## src/rtl/connect4_pkg.sv

```systemverilog
// Shared types and defaults for the Connect-4 board-state block.
package connect4_pkg;

  localparam int DEF_COLS    = 7;
  localparam int DEF_ROWS    = 6;
  localparam int DEF_WIN_LEN = 4;

  typedef enum logic [1:0] {
    IDLE,
    PLACE,
    CHECK,
    GAME_OVER
  } state_t;

  typedef enum logic {
    PLAYER_RED   = 1'b0,
    PLAYER_GREEN = 1'b1
  } player_t;

  typedef enum logic [1:0] {
    WIN_NONE  = 2'b00,
    WIN_RED   = 2'b01,
    WIN_GREEN = 2'b10,
    WIN_DRAW  = 2'b11
  } winner_t;

endpackage

```

## src/rtl/connect4_board_state_if.sv

```systemverilog
// Request/status bundle between the column-select stage, the board state
// block and the LED-matrix / display consumers.
interface connect4_board_state_if
  import connect4_pkg::*;
#(
  parameter int COLS = DEF_COLS,
  parameter int ROWS = DEF_ROWS
);

  logic [COLS-1:0]      column_select;
  logic                 new_game;
  logic [COLS*ROWS-1:0] red_board;
  logic [COLS*ROWS-1:0] green_board;
  logic                 current_player;
  logic                 move_accepted;
  logic                 move_rejected;
  logic                 game_over;
  logic [1:0]           winner;

  modport master (
    output column_select, new_game,
    input  red_board, green_board, current_player,
    input  move_accepted, move_rejected, game_over, winner
  );

  modport slave (
    input  column_select, new_game,
    output red_board, green_board, current_player,
    output move_accepted, move_rejected, game_over, winner
  );

endinterface

```

## src/rtl/connect4_win_check.sv

```systemverilog
// Combinational WIN_LEN-in-a-row detector for one player's occupancy map.
// Every cell is tried as the start of a window in each of four directions
// (right, up, up-right, up-left); windows that run off the board are tied off.
module connect4_win_check
  import connect4_pkg::*;
#(
  parameter int COLS    = DEF_COLS,
  parameter int ROWS    = DEF_ROWS,
  parameter int WIN_LEN = DEF_WIN_LEN
) (
  input  logic [COLS*ROWS-1:0] board,
  output logic                 win
);

  localparam int CELLS = COLS * ROWS;

  logic [4*CELLS-1:0] hits;

  for (genvar gd = 0; gd < 4; gd++) begin : g_dir
    // Direction step: 0 = horizontal, 1 = vertical, 2 = up-right, 3 = up-left
    localparam int DR = (gd == 0) ? 0 : 1;
    localparam int DC = (gd == 1) ? 0 : ((gd == 3) ? -1 : 1);
    for (genvar gi = 0; gi < ROWS; gi++) begin : g_row
      for (genvar gj = 0; gj < COLS; gj++) begin : g_col
        localparam int END_R = gi + (WIN_LEN - 1) * DR;
        localparam int END_C = gj + (WIN_LEN - 1) * DC;
        localparam int HIT   = gd * CELLS + gi * COLS + gj;
        if (END_R < ROWS && END_C >= 0 && END_C < COLS) begin : g_win
          logic [WIN_LEN-1:0] cells;
          for (genvar gk = 0; gk < WIN_LEN; gk++) begin : g_cell
            localparam int IDX = (gi + gk * DR) * COLS + gj + gk * DC;
            assign cells[gk] = board[IDX];
          end
          assign hits[HIT] = &cells;
        end else begin : g_none
          assign hits[HIT] = 1'b0;
        end
      end
    end
  end

  assign win = |hits;

endmodule

```

## src/rtl/connect4_board_state.sv

```systemverilog
// Connect-4 board state: turns a one-hot column request into a piece drop,
// checks for a win or a full board, and alternates turns.
module connect4_board_state
  import connect4_pkg::*;
#(
  parameter int COLS    = DEF_COLS,
  parameter int ROWS    = DEF_ROWS,
  parameter int WIN_LEN = DEF_WIN_LEN
) (
  input  logic                   clk,
  input  logic                   reset,
  connect4_board_state_if.slave  bus
);

  localparam int CELLS = COLS * ROWS;
  localparam int HW    = $clog2(ROWS + 1);
  localparam int CW    = $clog2(CELLS + 1);
  localparam int XW    = (COLS > 1) ? $clog2(COLS) : 1;
  localparam int IW    = (CELLS > 1) ? $clog2(CELLS) : 1;
  localparam logic [CELLS-1:0] ONE_CELL = 1;

  state_t                  state_reg, state_next;
  logic [COLS-1:0]         prev_sel_reg;
  logic [CELLS-1:0]        red_reg, red_next;
  logic [CELLS-1:0]        green_reg, green_next;
  logic [COLS-1:0][HW-1:0] height_reg, height_next;
  logic [CW-1:0]           count_reg, count_next;
  logic [XW-1:0]           col_reg, col_next;
  player_t                 player_reg, player_next;
  winner_t                 winner_reg, winner_next;
  logic                    game_over_reg, game_over_next;
  logic                    accepted_reg, accepted_next;
  logic                    rejected_reg, rejected_next;

  logic                    request;
  logic                    one_hot;
  logic [XW-1:0]           sel_col;
  logic [HW-1:0]           cur_height;
  logic [IW-1:0]           place_idx;
  logic [CELLS-1:0]        place_mask;
  logic [CELLS-1:0]        check_board;
  logic                    win;

  // A request is the rising edge of "any column selected"; holding enter is one request
  assign request    = (prev_sel_reg == '0) && (bus.column_select != '0);
  assign one_hot    = (bus.column_select & (bus.column_select - COLS'(1))) == '0;
  assign cur_height = height_reg[col_reg];
  assign place_idx  = IW'(cur_height) * IW'(COLS) + IW'(col_reg);
  assign place_mask = ONE_CELL << place_idx;
  assign check_board = (player_reg == PLAYER_GREEN) ? green_reg : red_reg;

  // Encode the selected column; only meaningful when one_hot is set
  always_comb begin
    sel_col = '0;
    for (int i = 0; i < COLS; i++) begin
      if (bus.column_select[i]) begin
        sel_col = XW'(i);
      end
    end
  end

  connect4_win_check #(
    .COLS    (COLS),
    .ROWS    (ROWS),
    .WIN_LEN (WIN_LEN)
  ) u_win_check (
    .board (check_board),
    .win   (win)
  );

  // Next-state and datapath updates; new_game overrides everything else
  always_comb begin
    state_next     = state_reg;
    red_next       = red_reg;
    green_next     = green_reg;
    height_next    = height_reg;
    count_next     = count_reg;
    col_next       = col_reg;
    player_next    = player_reg;
    winner_next    = winner_reg;
    game_over_next = game_over_reg;
    accepted_next  = 1'b0;
    rejected_next  = 1'b0;

    if (bus.new_game) begin
      state_next     = IDLE;
      red_next       = '0;
      green_next     = '0;
      height_next    = '0;
      count_next     = '0;
      player_next    = PLAYER_RED;
      winner_next    = WIN_NONE;
      game_over_next = 1'b0;
    end else begin
      case (state_reg)
        IDLE: begin
          if (request) begin
            if (!one_hot || height_reg[sel_col] >= HW'(ROWS)) begin
              rejected_next = 1'b1;
            end else begin
              col_next   = sel_col;
              state_next = PLACE;
            end
          end
        end
        PLACE: begin
          if (player_reg == PLAYER_GREEN) begin
            green_next = green_reg | place_mask;
          end else begin
            red_next = red_reg | place_mask;
          end
          height_next[col_reg] = (cur_height == HW'(ROWS)) ? cur_height : cur_height + HW'(1);
          count_next    = count_reg + CW'(1);
          accepted_next = 1'b1;
          state_next    = CHECK;
        end
        CHECK: begin
          if (win) begin
            winner_next    = (player_reg == PLAYER_GREEN) ? WIN_GREEN : WIN_RED;
            game_over_next = 1'b1;
            state_next     = GAME_OVER;
          end else if (count_reg == CW'(CELLS)) begin
            winner_next    = WIN_DRAW;
            game_over_next = 1'b1;
            state_next     = GAME_OVER;
          end else begin
            player_next = (player_reg == PLAYER_RED) ? PLAYER_GREEN : PLAYER_RED;
            state_next  = IDLE;
          end
        end
        GAME_OVER: begin
          state_next = GAME_OVER;
        end
        default: begin
          state_next = IDLE;
        end
      endcase
    end
  end

  // State register; reset drops any in-flight placement
  always_ff @(posedge clk or negedge reset) begin
    if (!reset) begin
      state_reg     <= IDLE;
      prev_sel_reg  <= '0;
      red_reg       <= '0;
      green_reg     <= '0;
      height_reg    <= '0;
      count_reg     <= '0;
      col_reg       <= '0;
      player_reg    <= PLAYER_RED;
      winner_reg    <= WIN_NONE;
      game_over_reg <= 1'b0;
      accepted_reg  <= 1'b0;
      rejected_reg  <= 1'b0;
    end else begin
      state_reg     <= state_next;
      prev_sel_reg  <= bus.column_select;
      red_reg       <= red_next;
      green_reg     <= green_next;
      height_reg    <= height_next;
      count_reg     <= count_next;
      col_reg       <= col_next;
      player_reg    <= player_next;
      winner_reg    <= winner_next;
      game_over_reg <= game_over_next;
      accepted_reg  <= accepted_next;
      rejected_reg  <= rejected_next;
    end
  end

  assign bus.red_board      = red_reg;
  assign bus.green_board    = green_reg;
  assign bus.current_player = player_reg;
  assign bus.winner         = winner_reg;
  assign bus.game_over      = game_over_reg;
  assign bus.move_accepted  = accepted_reg;
  assign bus.move_rejected  = rejected_reg;

endmodule

```

## src/flat_wrapper.sv

```systemverilog
// flat-port wrapper written by rule: the top's interface ports become plain ports
module connect4_board_state_flat import connect4_pkg::*;
#(
  parameter int COLS    = DEF_COLS,
  parameter int ROWS    = DEF_ROWS,
  parameter int WIN_LEN = DEF_WIN_LEN
)
  (clk, reset, bus_column_select, bus_new_game, bus_red_board, bus_green_board, bus_current_player, bus_move_accepted, bus_move_rejected, bus_game_over, bus_winner);
  connect4_board_state_if #(.COLS(COLS), .ROWS(ROWS)) bus_i ();
  input  logic clk;
  input  logic reset;
  input wire logic [$bits(bus_i.column_select)-1:0] bus_column_select;
  input wire logic [$bits(bus_i.new_game)-1:0] bus_new_game;
  output wire logic [$bits(bus_i.red_board)-1:0] bus_red_board;
  output wire logic [$bits(bus_i.green_board)-1:0] bus_green_board;
  output wire logic [$bits(bus_i.current_player)-1:0] bus_current_player;
  output wire logic [$bits(bus_i.move_accepted)-1:0] bus_move_accepted;
  output wire logic [$bits(bus_i.move_rejected)-1:0] bus_move_rejected;
  output wire logic [$bits(bus_i.game_over)-1:0] bus_game_over;
  output wire logic [$bits(bus_i.winner)-1:0] bus_winner;
  assign bus_i.column_select = bus_column_select;
  assign bus_i.new_game = bus_new_game;
  assign bus_red_board = bus_i.red_board;
  assign bus_green_board = bus_i.green_board;
  assign bus_current_player = bus_i.current_player;
  assign bus_move_accepted = bus_i.move_accepted;
  assign bus_move_rejected = bus_i.move_rejected;
  assign bus_game_over = bus_i.game_over;
  assign bus_winner = bus_i.winner;
  connect4_board_state #(.COLS(COLS), .ROWS(ROWS), .WIN_LEN(WIN_LEN)) u_core (.clk(clk), .reset(reset), .bus(bus_i));
endmodule
```

## config.mk

```make
export PLATFORM = sky130hd
export DESIGN_NAME = connect4_board_state_flat
export DESIGN_NICKNAME = d
export VERILOG_FILES = /design/src/rtl/connect4_pkg.sv /design/src/rtl/connect4_board_state_if.sv /design/src/rtl/connect4_win_check.sv /design/src/rtl/connect4_board_state.sv /design/src/flat_wrapper.sv
export SDC_FILE = /design/constraint.sdc
export NUM_CORES = 1
export LEC_CHECK = 0
export BUFFER_PORTS_ARGS = -buffer_cell sky130_fd_sc_hd__clkbuf_2
export CAP_MARGIN = 10
export CORE_MARGIN = 5
export CORE_UTILIZATION = 45
export CTS_CLUSTER_SIZE = 14
export DETAILED_ROUTE_END_ITERATION = 8
export GPL_ROUTABILITY_DRIVEN = 0
export PLACE_DENSITY = 0.62
export SETUP_SLACK_MARGIN = 0.3
export SLEW_MARGIN = 20
export SYNTH_ARGS = -nofsm -noshare
export SYNTH_HDL_FRONTEND = slang
export SYNTH_SLANG_ARGS = --single-unit
```

## constraint.sdc

```tcl
create_clock -name clk -period 7.5 [get_ports clk]
set_input_delay 0.375 -clock clk [delete_from_list [all_inputs] [get_ports clk]]
set_output_delay 0.375 -clock clk [all_outputs]
set_load 0.01 [all_outputs]
```

======== Yosys cells after proc, flatten, opt, wreduce, memory -nomap -nowiden ========
Cells that the tools add are included.
operators by class
  add/subtract/negate cells ............... 4
  multipliers ............................. 1
  order comparisons ....................... 4
  equal/unequal tests ..................... 10
  shift operators ......................... 1
  muxes and demuxes ....................... 51
  bitwise gates (word level) .............. 5
  reduce and logical (&&, ||, !) cells .... 88
operators with widths
  cell                    number
  $mux W42                7
  $reduce_and A4 Y1       70
  $or A42 B42 Y42         2
  $reduce_or A69 Y1       1
  $mux W21                2
  $shl A1 B6 Y42 const A  1
  $mux W3                 9
  $bwmux W21              1
  $mux W2                 10
  $bmux W3 S3             2
  $mux W1                 16
  $logic_not A7 Y1        2
  $mux W6                 2
  $demux W3 S3            1
  $lt A3 B4 Y1 const B    2
  $pmux W2 S4             1
  $reduce_and A2 Y1       4
  $and A7 B7 Y7           1
  $reduce_bool A7 Y1      1
  $sub A7 B1 Y7 const B   1
  $add A6 B1 Y6 const B   1
  $add A6 B3 Y6           1
  $eq A6 B6 Y1 const B    1
  $mul A3 B3 Y6 const B   1
  17 further kinds        24
storage, ports and cells
  bits in registers ....................... 129
  input bits .............................. 10
  output and inout bits ................... 90
  logic and storage cells ................. 182

======== Logic depth before layout (Yosys ltp) ========
  depth after elaboration ................. 14
  mapped depth ............................ 20
  depth with buffers taken out ............ 17

======== By module ========
Synthesis repeated with hierarchy kept, for this count alone.
second synthesis, totals
  cell total of the unflattened synthesis .. 769
  area, all modules ....................... 6,705.2 sq um
by module, submodules not included
  module                times used  cells each  area each (sq um)  seq. area each (sq um)
  connect4_board_state  1           684         6,233.5            3,228.1
  connect4_win_check    1           85          471.7              0.0

======== Worst setup path after synthesis ========
No wires, ideal clock.
  path type ............................... register -> register
  from .................................... register u_core.col_reg[1]
  to ...................................... register u_core.red_reg[8], in the netlist u_core.bus.red_board[8]
  library setup time ...................... 0.073 ns
  data arrival time ....................... 4.762 ns
  required time ........................... 7.427 ns
  path slack .............................. 2.665 ns
  stages on the path, launching flop included .. 21
  path buffers ............................ 3
  period minus slack after synthesis ...... 4.835 ns
  cells stage by stage .................... dfrtp_1 buf_2 clkbuf_1 mux2_2 a22oi_1 nor2_1 nor3_1 inv_1 fa_1 inv_1 fa_1 inv_1 fa_1 a21o_1 a21oi_1 xor2_1 nand2_1 nor3_1 buf_2 a21oi_1 nor2_1
on the way
  longest elaborated chain between the ends .. 9
ends and longest elaborated chain
  item                           RTL line                     text
  start: declaration             connect4_board_state.sv:28   logic [XW-1:0] col_reg, col_next;
  start signal: assignment       connect4_board_state.sv:163  col_reg <= col_next;
  $bmux W3 S3                    connect4_board_state.sv:47   assign cur_height = height_reg[col_reg];
  $mux W3 (implied by the code)  connect4_board_state.sv:47
  $mul A3 B3 Y6                  connect4_board_state.sv:48   assign place_idx = IW'(cur_height) * IW'(COLS) + IW'(col_reg);
  $add A6 B3 Y6 (*)              connect4_board_state.sv:48
  $shl A1 B6 Y42 (*)             connect4_board_state.sv:49   assign place_mask = ONE_CELL << place_idx;
  $or A42 B42 Y42 (*)            connect4_board_state.sv:110  red_next = red_reg | place_mask;
  $mux W42 (*)                   connect4_board_state.sv:107  if (player_reg == PLAYER_GREEN) begin
  $mux W42 (*)                   connect4_board_state.sv:95   case (state_reg)
  $mux W42 (*)                   connect4_board_state.sv:85   if (bus.new_game) begin
  end signal: assignment         connect4_board_state.sv:159  red_reg <= red_next;
  end: declaration               connect4_board_state.sv:24   logic [CELLS-1:0] red_reg, red_next;
Mark *: on every way between the ends. The rest lies on a longest branch, timed or not. The select of a mux whose other input is x is not followed.
A chain may end at the register's enable or synchronous reset.

======== Worst setup path in the final report ========
  from .................................... register u_core.col_reg[1]
  to ...................................... register u_core.green_reg[12], in the netlist u_core.bus.green_board[12]
on the way
  longest elaborated chain between the ends .. 9
ends and longest elaborated chain
  item                           RTL line                     text
  $bmux W3 S3                    connect4_board_state.sv:47
  $mux W3 (implied by the code)  connect4_board_state.sv:47
  $mul A3 B3 Y6                  connect4_board_state.sv:48
  $add A6 B3 Y6 (*)              connect4_board_state.sv:48
  $shl A1 B6 Y42 (*)             connect4_board_state.sv:49
  $or A42 B42 Y42 (*)            connect4_board_state.sv:108  green_next = green_reg | place_mask;
  $mux W42 (*)                   connect4_board_state.sv:107
  $mux W42 (*)                   connect4_board_state.sv:95
  $mux W42 (*)                   connect4_board_state.sv:85
  end signal: assignment         connect4_board_state.sv:160  green_reg <= green_next;
  end: declaration               connect4_board_state.sv:25   logic [CELLS-1:0] green_reg, green_next;
Marked as above.

==> results_dict.tcl <==
set metrics [dict create \
    p_seq_share_pct 42.3 \
    cts_tree "built" \
    total_power_uw 1660 \
    placeableCoreArea_sq_mm 0.0150 \
    cellPowerDensity_mw_per_mm2 205 \
    vias 6597 \
    routedWlPerCell_microns 21.5 \
    crit_chain "mux2_2 > a22oi_1 > nor2_1 > nor3_1 > inv_1 > fa_1 > inv_1 > fa_1 > inv_1 > fa_1 > nand2b_1 > nor3_1 > a21oi_1 > nor2_1" \
    numCtsBuffers 17 \
    cts_setup_buffers 0 \
    die_y_microns 133 \
    critPathLaunchType "flop" \
    path_max_fanout 16 \
    drc 0 \
    synth.distinct_cells 70 \
    ant_nets 0 \
    synth_top_area_share_pct 47.2 \
    rrSetupSlack_ns 2.32 \
    dpl.hpwl_microns 15700 \
    reg2reg_from "u_core.col_reg[1]$_DFFE_PN0P_" \
    antenna_found_initial 0 \
    via_per_inst 6.34 \
    period_minus_slack_ns 5.18 \
    fin_setup_tns_ns 0 \
    grt_max_degree 69 \
    avgSynthCellArea_sq_um 9.15 \
    clkPwrFrac_pct 54.9 \
    start_util_pct 45.5 \
    crit_arrival_ns 5.53 \
    grt_pass1_wl_microns 35900 \
    drt-total-wl_microns 22400 \
    synth.area.top_cells "dfrtp_1, a21oi_1, nor2_1" \
    cellLeakagePower_uw 0.00372 \
    final_util_pct 53.9 \
    hold_class "input pin to asynchronous set/reset pin" \
    drive_gt1_share_pct 20.0 \
    cts-root-buf "clkbuf_16" \
    placementRows 45 \
    synth_edf_count 0 \
    antenna_cells 0 \
    synthFlopType "dfrtp_1" \
    grt_overflow_total 0 \
    io_buffers 99 \
    grt_use_total_pct 25.7 \
    clock_skew_ns 0.00910 \
    async_reset_ff_share_pct 100 \
    clk_latency_ns 0.42 \
    grt_pass1_vias 6347 \
    use_met2_pct 39.8 \
    tightest_slew_ns 1.13 \
    first_pass_iters 8 \
    met3_usage_pct 5.74 \
    place_ws_ns 2.09 \
    nNetsFinal 866 \
    top_usage_layer "met2" \
    whs_ns 0.0131 \
    max_freq_ghz 0.193 \
    io_pins 100 \
    synth_seq_area_share_pct 47.2 \
    final-max-slew-violation-count 0 \
    max-slew-margin-rel_pct 23.9 \
    dr.first_iter.drc_count 1070 \
    cts_resized 0 \
    syn-num-nets 774 \
    netSwitchingPower_uw 352 \
    combPwrFrac_pct 2.9 \
    cp_slowest_cell "nor3_1" \
    clock-sinks 129 \
    cts_hold_buf 0 \
    worst_slack_ns 2.32 \
    clockBufferDepth 2 \
    peakVddDrop_mv 0.129 \
    cts.clk_slew.worst_paths_ns 0.06 \
    swShare_pct 21.2 \
    crit_type "flop to flop" \
    fp.dieW_microns 133 \
    required_ns 7.85 \
    yosys_warnings 0 \
    reg2reg_depth 14 \
    area_growth_pct 18.6 \
    syn_area_sq_mm 0.00683 \
    synth_top_cell_by_area "dfrtp_1" \
    setup_viol 0 \
    r2r_end "u_core.bus.green_board[12]$_DFFE_PN0P_" \
    use_met1_pct 34.3 \
    cp-end-kind "flop" \
    ys_ff_latch 129 \
    status "complete, no violations" \
    finalCritPeriodShare_pct 69.0 \
    hold_violations 0 \
    syn_inst 747 \
    max-cap-violations 0 \
    grt_setup_unrepaired "no" \
    p_int_uw 1310 \
    dieArea_sq_mm 0.0178 \
    htree_levels 4 \
    slowest_delay_ns 0.87 \
]
-- final cells by class --
cell class | instances | area [sq um]
clock inverters | 12 | 206
flip-flops and latches | 129 | 3230
well taps | 188 | 235
clock buffers | 20 | 447
multi-input cells | 569 | 3370
fillers | 1374 | 6930
repair buffers | 108 | 568
inverters | 14 | 55.1
-- placed cells by master, fill, tap and decap left out, types with 9 or more instances in the layout --
master	Yosys	final
nor4_1	10	9
nand3_1	27	27
inv_1	13	13
o2111ai_1	10	10
a21oi_1	116	116
mux2i_1	19	19
dfrtp_1	129	129
clkbuf_2	0	97
nor2_1	148	146
ha_1	13	13
o211ai_1	16	16
nand4_1	16	16
o21ai_0	25	25
nand2b_1	11	11
nand2_1	42	42
clkbuf_16	0	17
buf_4	0	11
nor3_1	17	17
-- power groups by stage --
stage / combinational (uW) / sequential (uW) / clock (uW)
floorplan: 22.6 / 713 / 0
global placement: 47.6 / 714 / 0
detailed placement: 48.6 / 714 / 0
CTS: 48.8 / 702 / 923
global route: 54.3 / 702 / 960
finish: 47.8 / 702 / 911
-- cell families (layout without fill, tap and decap cells) --
logic type | after synthesis | in the layout | share of synthesized area, %
fa+ha+maj | 17 | 17 | 3.55
simple gates | 303 | 303 | 20.9
flops | 129 | 129 | 47.2
xor+xnor | 10 | 10 | 1.28
mux | 26 | 26 | 4.27
compound gates | 213 | 213 | 19.1
buf+inv | 49 | 154 | 3.68
-- critical path: cells and delay by family, from the launching register on --
family	cells	cell delay (ns)
muxes	1	0.40
DFF	1	0.68
buffers and inverters	3	0.33
adders and majority gates	3	1.84
and+or+nand+nor	5	1.48
AOI/OAI and AO/OA	2	0.37
-- layer usage --
metal	share of wire, %	routed length (microns)
met5	0	0
met3	9.1	2050
met1	40	8900
met2	46	10300
met4	5.3	1190
-- stage by stage --
| step | instances | cell area, sq um |
|---|---|---|
| finish | 1040 | 8110 |
| global route | 1040 | 8110 |
| detailed placement | 1008 | 7450 |
| global placement | 1008 | 7450 |
| floorplan | 747 | 6830 |
| CTS | 1040 | 8100 |
-- worst max path at each step --
stage | start | end | slack [ns]
final | u_core.col_reg[1]$_DFFE_PN0P_ | u_core.bus.green_board[12]$_DFFE_PN0P_ | 2.32
after global routing | u_core.col_reg[1]$_DFFE_PN0P_ | u_core.bus.green_board[25]$_DFFE_PN0P_ | 1.99
after CTS | u_core.col_reg[1]$_DFFE_PN0P_ | u_core.bus.green_board[29]$_DFFE_PN0P_ | 2.03
after detailed placement | u_core.col_reg[1]$_DFFE_PN0P_ | u_core.bus.green_board[12]$_DFFE_PN0P_ | 2.09
after global placement | u_core.col_reg[1]$_DFFE_PN0P_ | u_core.bus.green_board[25]$_DFFE_PN0P_ | 2.25
after floorplan | u_core.col_reg[1]$_DFFE_PN0P_ | u_core.bus.red_board[8]$_DFFE_PN0P_ | 2.66
-- synthesized netlist by cell type (all sizes together) (4+ instances only) --
master and n:
a31oi 6, nand2b 11, o211ai 16, mux2i 19, a221oi 5, xor2 6
a21oi 116, o2111ai 11, clkbuf 25, and3 4, nor4 12, dfrtp 129
buf 10, fa 4, nor3 20, xnor2 4, o22ai 5, nand3 27
o21ai 28, mux2 5, ha 13, a21o 4, nor2b 4, nand4 17
nor2 148, inv 14, a22oi 5, nand2 43
Power figures use the tool's default switching activity.
